$ cat src/rtl/button_input_conditioner.sv
// rtl/button_input_conditioner.sv - two-button sync/debounce/edge front end with press arbitration
// Bit 1 of every per-button vector is the "one" button, bit 0 the "zero" button, matching the symbol encoding.
module button_input_conditioner #(
  parameter int DEBOUNCE_CYCLES = 16,
  parameter int CNT_W           = 5
) (
  input  logic       Clock,
  input  logic       Reset,
  input  logic       Btn_One,
  input  logic       Btn_Zero,
  output logic [1:0] Input,
  output logic       Busy,
  output logic       Conflict
);

  localparam logic [CNT_W-1:0] C_LAST = CNT_W'(DEBOUNCE_CYCLES - 1);

  typedef enum logic [1:0] {
    S_IDLE,
    S_HELD_ONE,
    S_HELD_ZERO,
    S_WAIT_RELEASE
  } state_t;

  logic [1:0]       r_sync1;
  logic [1:0]       r_sync2;
  logic [1:0]       r_deb;
  logic [1:0]       r_prev;
  logic [CNT_W-1:0] r_cnt [2];
  state_t           r_state;
  logic [1:0]       r_input;
  logic             r_busy;
  logic             r_conflict;

  logic [1:0]       w_deb_next;
  logic [CNT_W-1:0] w_cnt_next [2];
  logic [1:0]       w_press;
  state_t           w_state_next;
  logic [1:0]       w_sym;
  logic             w_conflict;

  always_comb begin
    for (int i = 0; i < 2; i++) begin
      w_deb_next[i] = r_deb[i];
      w_cnt_next[i] = '0;
      if (r_sync2[i] != r_deb[i]) begin
        if (r_cnt[i] == C_LAST) begin
          w_deb_next[i] = ~r_deb[i];
        end else begin
          w_cnt_next[i] = r_cnt[i] + CNT_W'(1);
        end
      end
    end
  end

  assign w_press = r_deb & ~r_prev;

  always_comb begin
    w_state_next = r_state;
    w_sym        = 2'b00;
    w_conflict   = 1'b0;
    case (r_state)
      S_IDLE: begin
        // A press while the other button is already down is an overlap too.
        if (w_press == 2'b11) begin
          w_conflict   = 1'b1;
          w_state_next = S_WAIT_RELEASE;
        end else if (w_press[1]) begin
          if (r_deb[0]) begin
            w_conflict   = 1'b1;
            w_state_next = S_WAIT_RELEASE;
          end else begin
            w_sym        = 2'b10;
            w_state_next = S_HELD_ONE;
          end
        end else if (w_press[0]) begin
          if (r_deb[1]) begin
            w_conflict   = 1'b1;
            w_state_next = S_WAIT_RELEASE;
          end else begin
            w_sym        = 2'b01;
            w_state_next = S_HELD_ZERO;
          end
        end
      end
      S_HELD_ONE: begin
        if (w_press[0]) begin
          w_conflict   = 1'b1;
          w_state_next = S_WAIT_RELEASE;
        end else if (r_deb == 2'b00) begin
          w_state_next = S_IDLE;
        end
      end
      S_HELD_ZERO: begin
        if (w_press[1]) begin
          w_conflict   = 1'b1;
          w_state_next = S_WAIT_RELEASE;
        end else if (r_deb == 2'b00) begin
          w_state_next = S_IDLE;
        end
      end
      S_WAIT_RELEASE: begin
        if (r_deb == 2'b00) begin
          w_state_next = S_IDLE;
        end
      end
      default: w_state_next = S_IDLE;
    endcase
  end

  always_ff @(posedge Clock) begin
    if (Reset) begin
      r_sync1    <= 2'b00;
      r_sync2    <= 2'b00;
      r_deb      <= 2'b00;
      r_prev     <= 2'b00;
      r_cnt[0]   <= '0;
      r_cnt[1]   <= '0;
      r_state    <= S_IDLE;
      r_input    <= 2'b00;
      r_busy     <= 1'b0;
      r_conflict <= 1'b0;
    end else begin
      r_sync1    <= {Btn_One, Btn_Zero};
      r_sync2    <= r_sync1;
      r_deb      <= w_deb_next;
      r_prev     <= r_deb;
      r_cnt[0]   <= w_cnt_next[0];
      r_cnt[1]   <= w_cnt_next[1];
      r_state    <= w_state_next;
      r_input    <= w_sym;
      // Busy tracks the debounced level in the same cycle it changes.
      r_busy     <= (w_state_next != S_IDLE) || (|w_deb_next);
      r_conflict <= w_conflict;
    end
  end

  assign Input    = r_input;
  assign Busy     = r_busy;
  assign Conflict = r_conflict;

endmodule
$ cat config.mk
export PLATFORM = sky130hd
export DESIGN_NAME = button_input_conditioner
export DESIGN_NICKNAME = d
export VERILOG_FILES = /design/src/rtl/button_input_conditioner.sv
export SDC_FILE = /design/constraint.sdc
export NUM_CORES = 1
export LEC_CHECK = 0
export ABC_CLOCK_PERIOD_IN_PS = 3450
export CAP_MARGIN = 40
export CORE_MARGIN = 2
export CORE_UTILIZATION = 25
export DETAILED_ROUTE_END_ITERATION = 10
export PLACE_DENSITY_LB_ADDON = 0.2
export SLEW_MARGIN = 20
export SYNTH_ARGS = -nofsm -noshare
export SYNTH_HDL_FRONTEND = slang
export SYNTH_SLANG_ARGS = --single-unit
$ cat constraint.sdc
create_clock -name Clock -period 3.45 [get_ports Clock]
set_input_delay 0.69 -clock Clock [delete_from_list [all_inputs] [get_ports Clock]]
set_output_delay 0.69 -clock Clock [all_outputs]
set_load 0.1 [all_outputs]
Word level (Yosys, flattened, before mapping)
Memories as Yosys holds them, arrays and structs flattened. Cells that the tools add are included. W data, S select, Z words.

Bitwise logic cells: 7. Eq/ne operators: 8. Reduce and logical (&&, ||, !) cells: 6. $add $sub $neg: 2. Multiplexer cells: 34.

Operator list (count): $mux W5 (6); $mux W2 (9); $mux W1 (17); $add A5 B1 Y5 const B (2); $eq A5 B4 Y1 const B (2); $pmux W2 S4 (1); $eq A2 B2 Y1 const B (3); $logic_not A2 Y1 (2); $not A1 Y1 (3); $pmux W1 S3 (1); $reduce_or A3 Y1 (1); $and A2 B2 Y2 (1); $eq A2 B1 Y1 const B (1); $ne A1 B1 Y1 (2); $not A2 Y2 (1); $or A1 B1 Y1 (2); $reduce_bool A2 Y1 (1); $reduce_or A2 Y1 (1); $logic_or A1 B1 Y1 (1).

Flip-flop bits (word level): 14. Input port bits: 4. Bits in writable memories: 10. Output and inout port bits: 4. Word-level logic and storage cells: 66. Memories: 1.

Memories: r_cnt (words 2, width 5, rd ports 2, clocked after memory_dff 0, write ports 2, line 29) `logic [CNT_W-1:0] r_cnt [2];`.

Longest topological paths before layout
Depth in word-level cells: 8. Mapped depth: 6. Mapped depth without buffers: 6.

Worst setup path before layout
OpenSTA, ideal clock, no wires.

Path type: register to output. From: register r_busy (netlist: Busy). To: output port Busy. Stages on the path, launching flop included: 1. Arrival: 0.909 ns. Path slack: 1.851 ns. Required time: 2.760 ns. Path through: dfxtp_1.

RTL lines: from (decl) (line 32) `logic r_busy;`; from (signal assigned) (line 133) `r_busy <= (w_state_next != S_IDLE) || (|w_deb_next);`; to (decl) (line 12) `output logic Busy,`.

No word-level cell between the ends.

Final worst setup path
From: register r_input[0] (netlist: Input[0]). To: output port Input[0].

RTL lines: from (decl) (line 31) `logic [1:0] r_input;`; from (signal assigned) (line 131) `r_input <= w_sym;`; to (decl) (line 11) `output logic [1:0] Input,`.

No word-level cell between the ends.

==> impl_summary.log <==
INFO  metric maxSlewViolCount = 0
INFO  metric synth.ff_latch_count = 24
INFO  metric cts_max_path_buffers = 2
INFO  metric tritoncts.num_buffers = 3
INFO  metric worst-path-buf-inv = 2
INFO  metric multiInputGateArea = ~380 um^2
INFO  metric clk_transition_reported_paths = between 0.1 and 0.15 ns
INFO  metric finalCritPeriodShare = between 50% and 60%
INFO  metric finalNonFillerCells = 144
INFO  metric die-area = 4110 um^2
INFO  metric synth_top_cells_by_area = sky130_fd_sc_hd__dfxtp_1 (53%), sky130_fd_sc_hd__nor2b_1 (6.9%), sky130_fd_sc_hd__ha_1 (5.5%)
INFO  metric syn_nets = 94
INFO  metric number_of_placement_rows = 21
INFO  metric pre_cts_slack = 1.26 ns
INFO  metric layout_min_cycle_time = 2.05 ns
INFO  metric worst_case_vdd_ir_drop = around 0.11 mV
INFO  metric start_util = 26.4%
INFO  metric grt_overflow = 0
INFO  metric maximum_number_of_pins_on_one_net_before_global_route_repair = 16
INFO  metric hpwl = approximately 1 mm
INFO  metric fp.coreArea = between 3000 and 4000 um^2
INFO  metric cpLargestDelayFamily = buffers and inverters
INFO  metric crit_arrival = between 1 and 1.5 ns
INFO  metric synth_top_area_cell = sky130_fd_sc_hd__dfxtp_1
INFO  metric clock_sink_count = 24
INFO  metric avgSynthCellArea = about 11 um^2
INFO  metric postCtsSetupRepairBufs = 0
INFO  metric design.portCount = 8
INFO  metric ys_seq_area_share = between 50% and 60%
INFO  metric cts_resized = 0
INFO  metric worst_hold_path_type = reg2reg
INFO  metric timing.critical_path.from_type = register
INFO  metric max-cap-violations = 0
INFO  metric detail_route.wirelength = between 1 and 1.5 mm
INFO  metric seq_area = 480 um^2
INFO  metric n_antenna_cell = 0
INFO  metric io_buffers = 7
INFO  metric setup.worst_path.class = reg2out
INFO  metric drt_drc_violations_left = 0
INFO  metric synth_cell_types = 27
INFO  metric critPathRequiredTime = between 2 and 3 ns
INFO  metric gp_routability_congestion = ~0.72
INFO  metric timing.critical_path.cells = clkdlybuf4s50_1, buf_8
INFO  metric route.antenna.remaining_nets = 0
INFO  metric report.final.hold_viol_count = 0
INFO  metric powerDensity = 398 nW/um^2
INFO  metric fin_ws = 1.40 ns
INFO  metric fillers = about 370
INFO  metric final_net_count = 107
INFO  metric synth_enable_flop_cells = 0
INFO  metric worst_clock_skew = between 0.005 and 0.006 ns
INFO  metric synth_top_flop_cell = sky130_fd_sc_hd__dfxtp_1
INFO  metric max_slew.worst_pin.slew = between 0.5 and 0.6 ns
INFO  metric hold_buffers = 0
INFO  metric root_buffer = sky130_fd_sc_hd__clkbuf_4
INFO  metric fin_tns_setup = 0 ns
INFO  metric synthToLayoutAreaGrowth = 22.3%
INFO  metric share_of_yosys_cell_area_claimed_by_the_top_area_cell_type = 53.2%
INFO  metric place.detailed.instances = 140
INFO  metric floorplan.die.height = approximately 64 um
INFO  metric cp-end-kind = output port
INFO  metric power.total = 0.000439 W
INFO  metric netlist_top_cells_count = sky130_fd_sc_hd__dfxtp_1 (24), sky130_fd_sc_hd__nor2_1 (12), sky130_fd_sc_hd__nor2b_1 (10), sky130_fd_sc_hd__inv_1 (5)
INFO  metric total_leakage_power = just over 0.4 nW
INFO  metric detail_route.iter0.violations = 21
INFO  metric grt_pass1_vias = roughly 650
INFO  metric wl_per_cell = roughly 9.5 um
INFO  metric status = complete, no violations
INFO  metric mappedNetlistArea = roughly 900 um^2
INFO  metric yosys.cell_count.top_type = sky130_fd_sc_hd__dfxtp_1
INFO  metric ys_async_sr_fraction = 0%
INFO  metric worst_slew_margin_rel = about two thirds
INFO  metric crit_path_max_incr_delay = between 0.5 and 0.6 ns
INFO  metric worstSkewPairLatency = between 0.3 and 0.4 ns
INFO  metric tritoncts = yes
INFO  metric grt_setup_unrepaired = false
INFO  metric antenna_violations_before_repair = 0
INFO  metric grt_first_pass_wirelength = around 2.7 mm
INFO  metric route.detailed.vias_per_inst = ~4.3
INFO  metric syn_inst_count = 86
INFO  metric critical-path-slowest-cell = sky130_fd_sc_hd__clkdlybuf4s50_1
INFO  metric die_w = between 60 and 70 um
INFO  metric cts.htree.levels = 1
INFO  metric hold_slack = around 0.45 ns
INFO  metric layout-drive-gt1-share = 12.2%
INFO  metric routed-via-count = around 610
INFO  metric timing.final.setup_violations = 0
INFO  metric fmax = 487 MHz
INFO  metric synth_warnings = 0
INFO  metric global_route.usage.total = under 10%
INFO  metric drt-pass1-iter-count = 4
INFO  metric critical_path.max_fanout = 1
==> report_power, final <==
group          internal [W]   total, W  switching, W
logic            0.00000611  0.0000110    0.00000486
registers          0.000280   0.000281    0.00000124
clock network     0.0000645   0.000147     0.0000826
total              0.000351   0.000439     0.0000887
==> metal layers <==
layer | GRT usage, % | up-vias | share of wire, % | wire, um
li1 | - | 309 | - | -
met1 | 9.59 | 286 | 47 | 642
met2 | 13.9 | 14 | 46 | 625
met3 | 2.29 | 4 | 5.7 | 78
met4 | 5.59 | 0 | 1.8 | 25
met5 | 0 | - | 0 | 0
==> kinds of logic (layout without fill, tap and decap cells) <==
group / after synthesis / in the layout / synth area share, %
AND/OR/NAND/NOR: 33 / 33 / 21.1
flip-flops: 24 / 24 / 53.2
AO/OA/AOI/OAI: 9 / 9 / 7.48
buffers and inverters: 8 / 20 / 4.57
XOR/XNOR: 6 / 6 / 5.82
adder cells (fa/ha/maj): 4 / 4 / 5.54
multiplexers: 2 / 2 / 2.35
==> area by class of cell <==
class,count,share of cell area (%)
clock buffer,4,3.28
inverter,5,1.70
multi-input combinational,54,34.5
sequential,24,43.5
tap,46,5.21
timing repair buffer,11,11.8
==> per-stage QoR <==
step	instance area, um^2	utilization (%)
6_report	1100	32.3
5_1_grt	1100	32.3
4_1_cts	1100	32.3
3_5_place_dp	1070	31.3
3_3_place_gp	1010	29.5
2_1_floorplan	903	-
==> cells in the final DEF (no fill, tap or decap) <==
master / instances
sky130_fd_sc_hd__a211oi_2: 1
sky130_fd_sc_hd__a21oi_1: 2
sky130_fd_sc_hd__a221oi_1: 1
sky130_fd_sc_hd__a22oi_1: 1
sky130_fd_sc_hd__a41oi_1: 1
sky130_fd_sc_hd__and2b_1: 2
sky130_fd_sc_hd__and3_1: 2
sky130_fd_sc_hd__buf_8: 4
sky130_fd_sc_hd__clkbuf_4: 3
sky130_fd_sc_hd__clkbuf_8: 1
sky130_fd_sc_hd__clkdlybuf4s50_1: 7
sky130_fd_sc_hd__dfxtp_1: 24
sky130_fd_sc_hd__ha_1: 4
sky130_fd_sc_hd__inv_1: 5
sky130_fd_sc_hd__mux2_2: 1
sky130_fd_sc_hd__mux2i_1: 1
sky130_fd_sc_hd__nand3_1: 2
sky130_fd_sc_hd__nor2_1: 12
sky130_fd_sc_hd__nor2b_1: 10
sky130_fd_sc_hd__nor3b_1: 1
sky130_fd_sc_hd__nor4b_1: 1
sky130_fd_sc_hd__o211ai_1: 1
sky130_fd_sc_hd__o21a_1: 1
sky130_fd_sc_hd__o21ai_0: 1
sky130_fd_sc_hd__or3_1: 1
sky130_fd_sc_hd__or3_4: 2
sky130_fd_sc_hd__xnor2_1: 4
sky130_fd_sc_hd__xor2_1: 2
==> final timing paths <==
path / from / to / slack (ns) / cells after the start
setup reg to reg: r_cnt[0][5] / Busy / 1.80 / 6
setup / recovery: Input[0] / Input[0] / 1.40 / 2
hold reg to reg: r_cnt[0][5] / r_cnt[0][5] / 0.45 / 1
hold / removal: r_cnt[0][5] / r_cnt[0][5] / 0.45 / 1
==> sequential cells by signal, indices dropped and copies added, names as in the netlist <==
signal	flops
r_cnt	10
r_deb	2
r_sync1	2
Busy	1
r_sync2	2
Conflict	1
r_state	2
r_prev	2
Input	2
Power figures use the tool's default switching activity.
